===== src/rtl/arp_wavetable_sequencer.sv =====
`default_nettype none
// +----------------------------------------------------------------------------+
// | Module      : arp_wavetable_sequencer                                      |
// | Description : Arpeggiator plus wavetable address generator. A base period |
// |               (BASE_OFFSET + base_sel) is scaled by a per-step ratio in  |
// |               quarters. The result paces a phase-continuous BRAM read    |
// |               address. The step index walks the pattern in UP / DOWN /   |
// |               UPDOWN / HOLD order once every STEP_TICKS clocks.          |
// | Option      : define ARP_RANDOM_EN to turn mode 3 into RANDOM (LFSR).    |
// | Ports       : CLK100MHZ   in  system clock                               |
// |               CPU_RESETN  in  async reset, active low                    |
// |               arp_en      in  1 = arpeggiate, 0 = hold step 0            |
// |               mode        in  0 UP, 1 DOWN, 2 UPDOWN, 3 HOLD/RANDOM      |
// |               base_sel    in  base period offset                         |
// |               addr        out BRAM read address                          |
// |               sample_stb  out 1-cycle pulse on each addr advance         |
// |               step        out current step index                         |
// |               step_wrap   out 1-cycle pulse when the pattern restarts    |
// | Revision    : 1.0  initial release                                       |
// +----------------------------------------------------------------------------+
module arp_wavetable_sequencer #(
  parameter int          ADDR_W      = 8,
  parameter int          NUM_STEPS   = 4,
  parameter int          STEP_TICKS  = 50_000_000,
  parameter int          BASE_OFFSET = 746,
  parameter logic [63:0] RATIO_Q2    = 64'h4658,
  localparam int         STEP_W      = (NUM_STEPS > 1) ? $clog2(NUM_STEPS) : 1
) (
  input  logic              CLK100MHZ,
  input  logic              CPU_RESETN,
  input  logic              arp_en,
  input  logic [1:0]        mode,
  input  logic [7:0]        base_sel,
  output logic [ADDR_W-1:0] addr,
  output logic              sample_stb,
  output logic [STEP_W-1:0] step,
  output logic              step_wrap
);

  localparam int TIMER_W = (STEP_TICKS > 1) ? $clog2(STEP_TICKS) : 1;
  localparam int BASE_W  = 16;
  localparam int LIM_W   = 18;

  localparam logic [TIMER_W-1:0] TIMER_LAST = TIMER_W'(STEP_TICKS - 1);
  localparam logic [STEP_W-1:0]  STEP_LAST  = STEP_W'(NUM_STEPS - 1);
  localparam logic [STEP_W-1:0]  STEP_ONE   = STEP_W'(1);
  localparam logic [ADDR_W-1:0]  ADDR_ONE   = ADDR_W'(1);
  localparam logic [LIM_W-1:0]   CNT_ONE    = LIM_W'(1);

  // Mode 3 is HOLD in the default build and RANDOM when ARP_RANDOM_EN is set.
  typedef enum logic [1:0] {
    MODE_UP     = 2'd0,
    MODE_DOWN   = 2'd1,
    MODE_UPDOWN = 2'd2,
    MODE_HOLD   = 2'd3
  } mode_t;

  mode_t              cur_mode;
  mode_t              prev_mode;  // mode seen at the previous step boundary
  logic [BASE_W-1:0]  base_q;
  logic [LIM_W-1:0]   cnt;
  logic [LIM_W-1:0]   limit;
  logic [5:0]         ratio_idx;
  logic [3:0]         ratio;
  logic [TIMER_W-1:0] timer;
  logic               dir;        // 0 = ascending, 1 = descending
  logic               dir_eff;
  logic               dir_nxt;
  logic [STEP_W-1:0]  step_nxt;
  logic               wrap_nxt;

  assign cur_mode = mode_t'(mode);

`ifdef ARP_RANDOM_EN
  logic [15:0] lfsr;

  // Fibonacci LFSR, taps 16,14,13,11; free-running every clock.
  always_ff @(posedge CLK100MHZ or negedge CPU_RESETN) begin
    if (!CPU_RESETN) begin
      lfsr <= 16'hACE1;
    end else begin
      lfsr <= {lfsr[14:0], lfsr[15] ^ lfsr[13] ^ lfsr[12] ^ lfsr[10]};
    end
  end
`endif

  // Divider limit P = (base_q * ratio) >> 2 at full width.
  always_comb begin
    ratio_idx = 6'({step, 2'b00});
    ratio     = RATIO_Q2[ratio_idx +: 4];
    limit     = LIM_W'(({4'b0000, base_q} * {16'h0000, ratio}) >> 2);
  end

  // Sample divider: never reset by step changes, so the waveform phase stays continuous.
  always_ff @(posedge CLK100MHZ or negedge CPU_RESETN) begin
    if (!CPU_RESETN) begin
      base_q     <= BASE_W'(BASE_OFFSET);
      cnt        <= '0;
      addr       <= '0;
      sample_stb <= 1'b0;
    end else begin
      base_q <= BASE_W'(BASE_OFFSET) + BASE_W'(base_sel);
      if (cnt >= limit) begin
        cnt        <= '0;
        addr       <= addr + ADDR_ONE;
        sample_stb <= 1'b1;
      end else begin
        cnt        <= cnt + CNT_ONE;
        sample_stb <= 1'b0;
      end
    end
  end

  // Next step/direction at a step boundary.
  always_comb begin
    step_nxt = step;
    dir_nxt  = dir;
    wrap_nxt = 1'b0;
    dir_eff  = dir;
    // Entering UPDOWN picks the direction that keeps the step inside the pattern.
    if (cur_mode == MODE_UPDOWN && prev_mode != MODE_UPDOWN) begin
      dir_eff = (step == STEP_LAST);
    end
    case (cur_mode)
      MODE_UP: begin
        if (step == STEP_LAST) begin
          step_nxt = '0;
          wrap_nxt = 1'b1;
        end else begin
          step_nxt = step + STEP_ONE;
        end
      end
      MODE_DOWN: begin
        if (step == '0) begin
          step_nxt = STEP_LAST;
          wrap_nxt = 1'b1;
        end else begin
          step_nxt = step - STEP_ONE;
        end
      end
      MODE_UPDOWN: begin
        dir_nxt = dir_eff;
        if (NUM_STEPS == 1) begin
          step_nxt = '0;
        end else if (!dir_eff) begin
          if (step == STEP_LAST) begin
            step_nxt = step - STEP_ONE;
            dir_nxt  = 1'b1;
          end else begin
            step_nxt = step + STEP_ONE;
          end
        end else begin
          if (step == '0) begin
            step_nxt = step + STEP_ONE;
            dir_nxt  = 1'b0;
          end else begin
            step_nxt = step - STEP_ONE;
          end
        end
        wrap_nxt = (step_nxt == '0);
      end
`ifdef ARP_RANDOM_EN
      MODE_HOLD: begin
        step_nxt = STEP_W'({1'b0, lfsr[3:0]} % 5'(NUM_STEPS));
        wrap_nxt = (step_nxt == '0);
      end
`else
      MODE_HOLD: begin
        step_nxt = step;
      end
`endif
      default: begin
        step_nxt = step;
      end
    endcase
  end

  // Step timer and pattern state.
  always_ff @(posedge CLK100MHZ or negedge CPU_RESETN) begin
    if (!CPU_RESETN) begin
      timer     <= '0;
      step      <= '0;
      dir       <= 1'b0;
      prev_mode <= MODE_UP;
      step_wrap <= 1'b0;
    end else if (!arp_en) begin
      timer     <= '0;
      step      <= '0;
      dir       <= 1'b0;
      step_wrap <= 1'b0;
    end else if (timer == TIMER_LAST) begin
      timer     <= '0;
      step      <= step_nxt;
      dir       <= dir_nxt;
      prev_mode <= cur_mode;
      step_wrap <= wrap_nxt;
    end else begin
      timer     <= timer + TIMER_W'(1);
      step_wrap <= 1'b0;
    end
  end

endmodule
`default_nettype wire


===== config.mk =====
export PLATFORM = sky130hd
export DESIGN_NAME = arp_wavetable_sequencer
export DESIGN_NICKNAME = d
export VERILOG_FILES = /design/src/rtl/arp_wavetable_sequencer.sv
export SDC_FILE = /design/constraint.sdc
export NUM_CORES = 1
export LEC_CHECK = 0
export ABC_AREA = 1
export BUFFER_PORTS_ARGS = -buffer_cell sky130_fd_sc_hd__buf_2
export CAP_MARGIN = 30
export CORE_AREA = 2 2 102 104
export CTS_CLUSTER_SIZE = 25
export DETAILED_ROUTE_END_ITERATION = 10
export DIE_AREA = 0 0 104 106
export GPL_TIMING_DRIVEN = 0
export PLACE_DENSITY = 0.77
export REMOVE_ABC_BUFFERS = 1
export SYNTH_ARGS = -nofsm -noshare
export SYNTH_HDL_FRONTEND = slang
export SYNTH_SLANG_ARGS = --single-unit

===== constraint.sdc =====
create_clock -name CLK100MHZ -period 4.82 [get_ports CLK100MHZ]
set_input_delay 0.241 -clock CLK100MHZ [delete_from_list [all_inputs] [get_ports CLK100MHZ]]
set_output_delay 0.241 -clock CLK100MHZ [all_outputs]
set_load 0.005 [all_outputs]

* Yosys cells after proc, flatten, opt, wreduce, memory -nomap -nowiden *
Index checks and enable logic that the tools add are counted.

word-level totals
  output and inout port bits = 12
  input bits = 13
  logic and storage cells = 58
  register bits after elaboration = 70

cells by class
  reduce and logical (&&, ||, !) cells = 7
  $lt $le $gt $ge = 1
  $mul = 1
  add/sub/neg operators = 6
  shift-type cells = 1
  equal/unequal tests = 9
  mux-type cells = 24

operators with widths
  cell                       number
  $shiftx A64 B5 Y4 const A  1
  $mux W26                   2
  $add A26 B1 Y26 const B    1
  $eq A26 B26 Y1 const B     1
  $add A18 B1 Y18 const B    1
  $ge A18 B18 Y1             1
  $mux W18                   1
  $mux W2                    8
  $mul A11 B4 Y15            1
  $add A10 B8 Y11 const A    1
  $mux W1                    11
  $add A8 B1 Y8 const B      1
  $eq A2 B2 Y1 const B       3
  $logic_not A2 Y1           3
  $pmux W2 S3                1
  $reduce_and A2 Y1          3
  $ne A2 B1 Y1 const B       2
  $ne A2 B2 Y1 const B       2
  $pmux W1 S3                1
  $add A2 B1 Y2 const B      1
  $eq A2 B1 Y1 const B       1
  $sub A2 B1 Y2 const B      1
  $logic_and A1 B1 Y1        1

* Longest topological paths before layout *
  word-level depth = 9
  gate-level depth with buffers = 27
  gate-level depth less buffers = 25

* Least setup slack after synthesis *
OpenSTA, ideal clock, no wires.

  path type = flip-flop to flip-flop
  from = register step[0]
  to = register addr[5]
  period minus slack after synthesis = 4,397 ps
  cell stages (with the launch flop) = 27
  buffers on the path = 2
  required time = 4,703 ps
  setup slack = 423 ps
  arrival = 4,280 ps
  setup time = 117 ps
  cells stage by stage = dfrtp_1 inv_1 ha_1 clkbuf_1 nand2_1 inv_1 fa_1 inv_1 fa_1 inv_1 ha_1 nand2_1 nand3_1 nand3_1 nand3_1 nand2_1 nand2_1 ha_1 nand2_1 inv_1 o21ai_1 nand4_1 nor2_4 nand2_4 buf_6 nand2_1 nand2_1

between the ends
  word-level cells in the longest chain between the ends = 3

RTL lines
  element                 RTL line  source
  start, declared         36        output logic [STEP_W-1:0] step,
  start signal, assigned  193       step <= step_nxt;
  $shiftx A64 B5 Y4       90        ratio = RATIO_Q2[ratio_idx +: 4];
  $mul A11 B4 Y15         91        limit = LIM_W'(({4'b0000, base_q} * {16'h0000, ratio}) >> 2);
  $ge A18 B18 Y1          103       if (cnt >= limit) begin
  end signal, assigned    105       addr <= addr + ADDR_ONE;
  end, declared           34        output logic [ADDR_W-1:0] addr,

No other way between the ends.
A chain may end at the register's enable or synchronous reset.

* Worst setup path in the final report *
  from = register step[0]
  to = register addr[3]

The elaborated chain is that of the path after synthesis.

==> impl.org <==
** GRT
- The first global-routing pass estimated 19100 µm of wire.
- The number of global-route vias before repair was 4460.
- In the global route stage, overall resource usage came out at 0.210.
- The number of antenna violations at the first check in global routing was 0.
- Entering global routing, the biggest net connects 69 pins.
- Grt total ovfl :: 0

** Placement
- Before CTS, the worst setup slack after placement is -0.140 ns.
- Port buffering added 24 buffers.
- Placer's final routability congestion estimate :: 0.865
- The wire-length estimate of the detail-placed layout is 8190 µm.
- In this run the cell area measured after placement is 0.00558 mm².

** Setup path
- Endpoint type of the worst setup path :: flop
- By startpoint and endpoint, the worst setup path is classified as flop to flop.
- End of the worst register-to-register path :: addr[3]$_DFFE_PN0P_
- Critical path peak fanout :: 23
- Arrival @ worst endpoint :: 4.80 ns
- The worst register-to-register path begins at step[0]$_DFFE_PN0P_.
- The critical path goes through inv_4, ha_4, inv_1, nand2_1, fa_1, fa_1, inv_1, fa_1, nand2_1, nand2_1, o21ai_0, o21ai_0, xor2_1, ha_1, nand2_1, nor2_1, nand4_1, nor2_2, nor2_4, nand2_8, nand2_1, nand2_1.
- The cell that appears most often on the critical path is nand2_1.
- For the worst flop-to-flop path, the logic depth is 22.
- STA puts the critical path data required time at 5.07 ns.
- Critical Path Slowest Stage Cell :: fa_1
- Kind of cell adding the most delay to the critical path :: adder cells
- The worst setup path is launched from a flop.
- Delay of the slowest cell on the worst path :: 0.55 ns
- For flop-to-flop paths, the worst setup slack is approximately 0.27 ns.
- The critical path contains buffers and inverters numbering 3 combined.

** Yosys
- After technology mapping, the gate count stands at 717.
- Synthesis inferred 68 register bits.
- The synthesized design contains 0 enable-type register cells.
- During synthesis, Yosys emitted a total of 0 warnings.
- Number of distinct standard cells referenced by the synthesized netlist :: 38
- Among all flip-flop cells after synthesis, the most frequent one is dfrtp_1.
- Post-Syn Area per Cell :: 7.45 µm²
- After synthesis the cells add up to 0.00534 mm².
- Counting flops with an async set or reset pin after synthesis yields a share of 1.00.
- For this run, the register share of the synthesized area comes to 0.320.

** Die
- The die covers 0.0110 mm².
- Pin placement for this block handled 25 I/O pins.
- Row generation in the floorplan step produced 37 rows.
- Chip height :: 106 µm
- In this run the standard cell core region covers 0.0100 mm².
- Horizontal extent of the die :: approximately 100 µm
- The initial utilization of the core area, before any placement, comes to 0.534.

** Timing
- In this run the tightest slew margin relative to its limit is 0.413.
- Shortest period the worst path allows :: 4.55 ns
- Count of endpoints failing setup in the final report :: 0
- Final Max Slew Viols :: 0
- Derived from the worst setup path, the maximum achievable clock frequency is 220 MHz.
- Of the available clock period, the critical path in the final layout requires 0.944.
- Once routing completed, OpenROAD measured the worst setup slack at 0.272 ns.
- For the final database, setup skew stands at 0.00780 ns.
- Final hold violation count :: 6
- For the pin with the worst max-slew slack, the measured transition is ~0.9 ns.
- For the final routed database, the setup TNS stands at 0 ns.
- Across all hold checks on the routed design, the worst slack comes to -0.00843 ns.

** Clocking
- Clock transition at path regs :: approximately 0.080 ns
- Clock tree root driver cell :: clkbuf_8
- The longest clock path from root to sink contains 2 buffers.
- At the later pin of the worst-skew pair, clock insertion delay measures 0.36 ns.
- TritonCTS clock tree :: built
- The tree built by TritonCTS fans out to between 60 and 70 sinks.
- The number of clock buffers added by TritonCTS is 9.
- In this run the number of H-tree levels came out at 3.

** Power
- Leakage Power :: between 3 and 4 nW
- Areal power density over the cells :: approximately 220 mW/mm²
- Peak ir drop on the vdd network :: between 0.1 and 0.15 mV

** Routing
- Via density per instance :: about 5
- The count of nets left with antenna violations once routing finished came out at 0.
- Drt first-iter violations :: 240
- The first TritonRoute pass finished after 4 iterations.
- Post-detailed-routing wire length :: 11200 µm
- DR DRC count :: 0
- Total number of vias :: 4548
- In the final routed layout, each cell accounts on average for 12.4 µm.

** Layout
- Growth of design area from synthesis to finish :: 10.5%
- Util after Layout :: 0.590
- Post-Layout Inst Area :: approximately 0.006 mm²
- Share of cells above drive strength 1 :: 0.126
- 0 antenna diodes ended up in the layout.
- Final #Nets :: 833

** Outcome
- The checks that failed: hold timing.
- Result of the run :: complete, but fails checks

** Min path
- Class of the tightest hold or removal check :: input pin to async pin

** Run
- Max_cap viols :: 0
-- sequential cells by signal, summed over array words and instances, names as in the netlist --
name        flops
step_wrap       1
addr            8
dir             1
base_q          9
prev_mode       2
sample_stb      1
timer          26
cnt            18
step            2
-- repair_timing --
item                                    in CTS  in global routing
gates resized for setup                      6                  6
hold buffers                                 1                  0
hold endpoints to repair                     1                  0
endpoints found under the setup margin      23                 23
setup buffers                                0                 12
pin swaps                                    0                  2
-- kinds of logic after synthesis --
logic type | share of synthesized area
compound gates | 0.0424
xor+xnor | 0.0607
fa+ha+maj | 0.165
buf+inv | 0.0944
flops | 0.320
other cells | 0.000702
simple gates | 0.316
-- cell type report --
cell class,instances,area [µm²]
fill,921,4100
multi-input combinational,525,3180
sequential,68,1710
inverter,118,445
timing repair buffer,37,223
tap,136,170
clock buffer,11,141
clock inverter,5,27.5
-- report_power, final --
group          internal [W]  switching (W)
sequential         0.000612      0.0000427
combinational     0.0000881       0.000128
clock              0.000197       0.000225
-- metal layers --
metal / track usage / wire length (µm) / up-vias / part of all wire
li1: - / - / 2305 / -
met1: 0.253 / 4890 / 2159 / 0.44
met2: 0.371 / 5820 / 71 / 0.52
met3: 0.0429 / 354 / 13 / 0.032
met4: 0.0820 / 131 / 0 / 0.012
met5: 0 / 0 / - / 0
-- cells in the mapped netlist (4+ instances only) --
library cell	n	area, µm²
a21oi_1	18	90.1
clkbuf_1	5	18.8
dfrtp_1	63	1580
dfstp_2	5	131
fa_1	16	320
ha_1	45	563
inv_1	110	413
inv_2	6	22.5
nand2_1	173	649
nand2_2	9	56.3
nand3_1	45	225
nand4_1	13	81.3
nor2_1	103	387
nor2_2	4	25.0
nor2_4	7	78.8
nor3_1	13	65.1
o21ai_0	17	85.1
xnor2_1	9	78.8
xor2_1	28	245
-- stage by stage --
stage | std cells | total power, W
final | 900 | 0.00129
after global routing | 900 | 0.00137
after CTS | 888 | 0.00131
after detailed placement | 871 | 0.000883
after global placement | 871 | 0.000870
after floorplan | 711 | 0.000799
-- worst max-delay path by stage --
stage / slack (ns) / from / depth (start not counted) / endpoint
5_1_grt: -0.02 / step[0]$_DFFE_PN0P_ / 22 / addr[3]$_DFFE_PN0P_
3_5_place_dp: -0.14 / step[0]$_DFFE_PN0P_ / 22 / addr[3]$_DFFE_PN0P_
6_report: 0.27 / step[0]$_DFFE_PN0P_ / 22 / addr[3]$_DFFE_PN0P_
2_1_floorplan: 0.55 / step[0]$_DFFE_PN0P_ / 24 / addr[0]$_DFFE_PN0P_
4_1_cts: 0.07 / step[1]$_DFFE_PN0P_ / 22 / addr[3]$_DFFE_PN0P_
3_3_place_gp: -0.09 / step[0]$_DFFE_PN0P_ / 20 / cnt[9]$_DFF_PN0_
-- placed cells by master, fill, tap and decap left out, types with 3 or more instances in the layout --
cell,instances
ha_1,42
buf_4,13
conb_1,4
o21ai_1,3
dfrtp_1,61
nand2_1,173
ha_4,3
clkbuf_8,10
o21ai_0,17
inv_1,108
nand4_1,13
nor3_1,13
xnor2_1,9
inv_2,7
nor2_4,7
dfstp_2,5
nand3b_1,3
nor2_1,103
fa_1,16
clkinv_2,4
xor2_1,28
nand2_2,9
a21oi_1,18
nor2_2,4
nand3_1,45
buf_2,23
(Power assumes the default switching activity.)
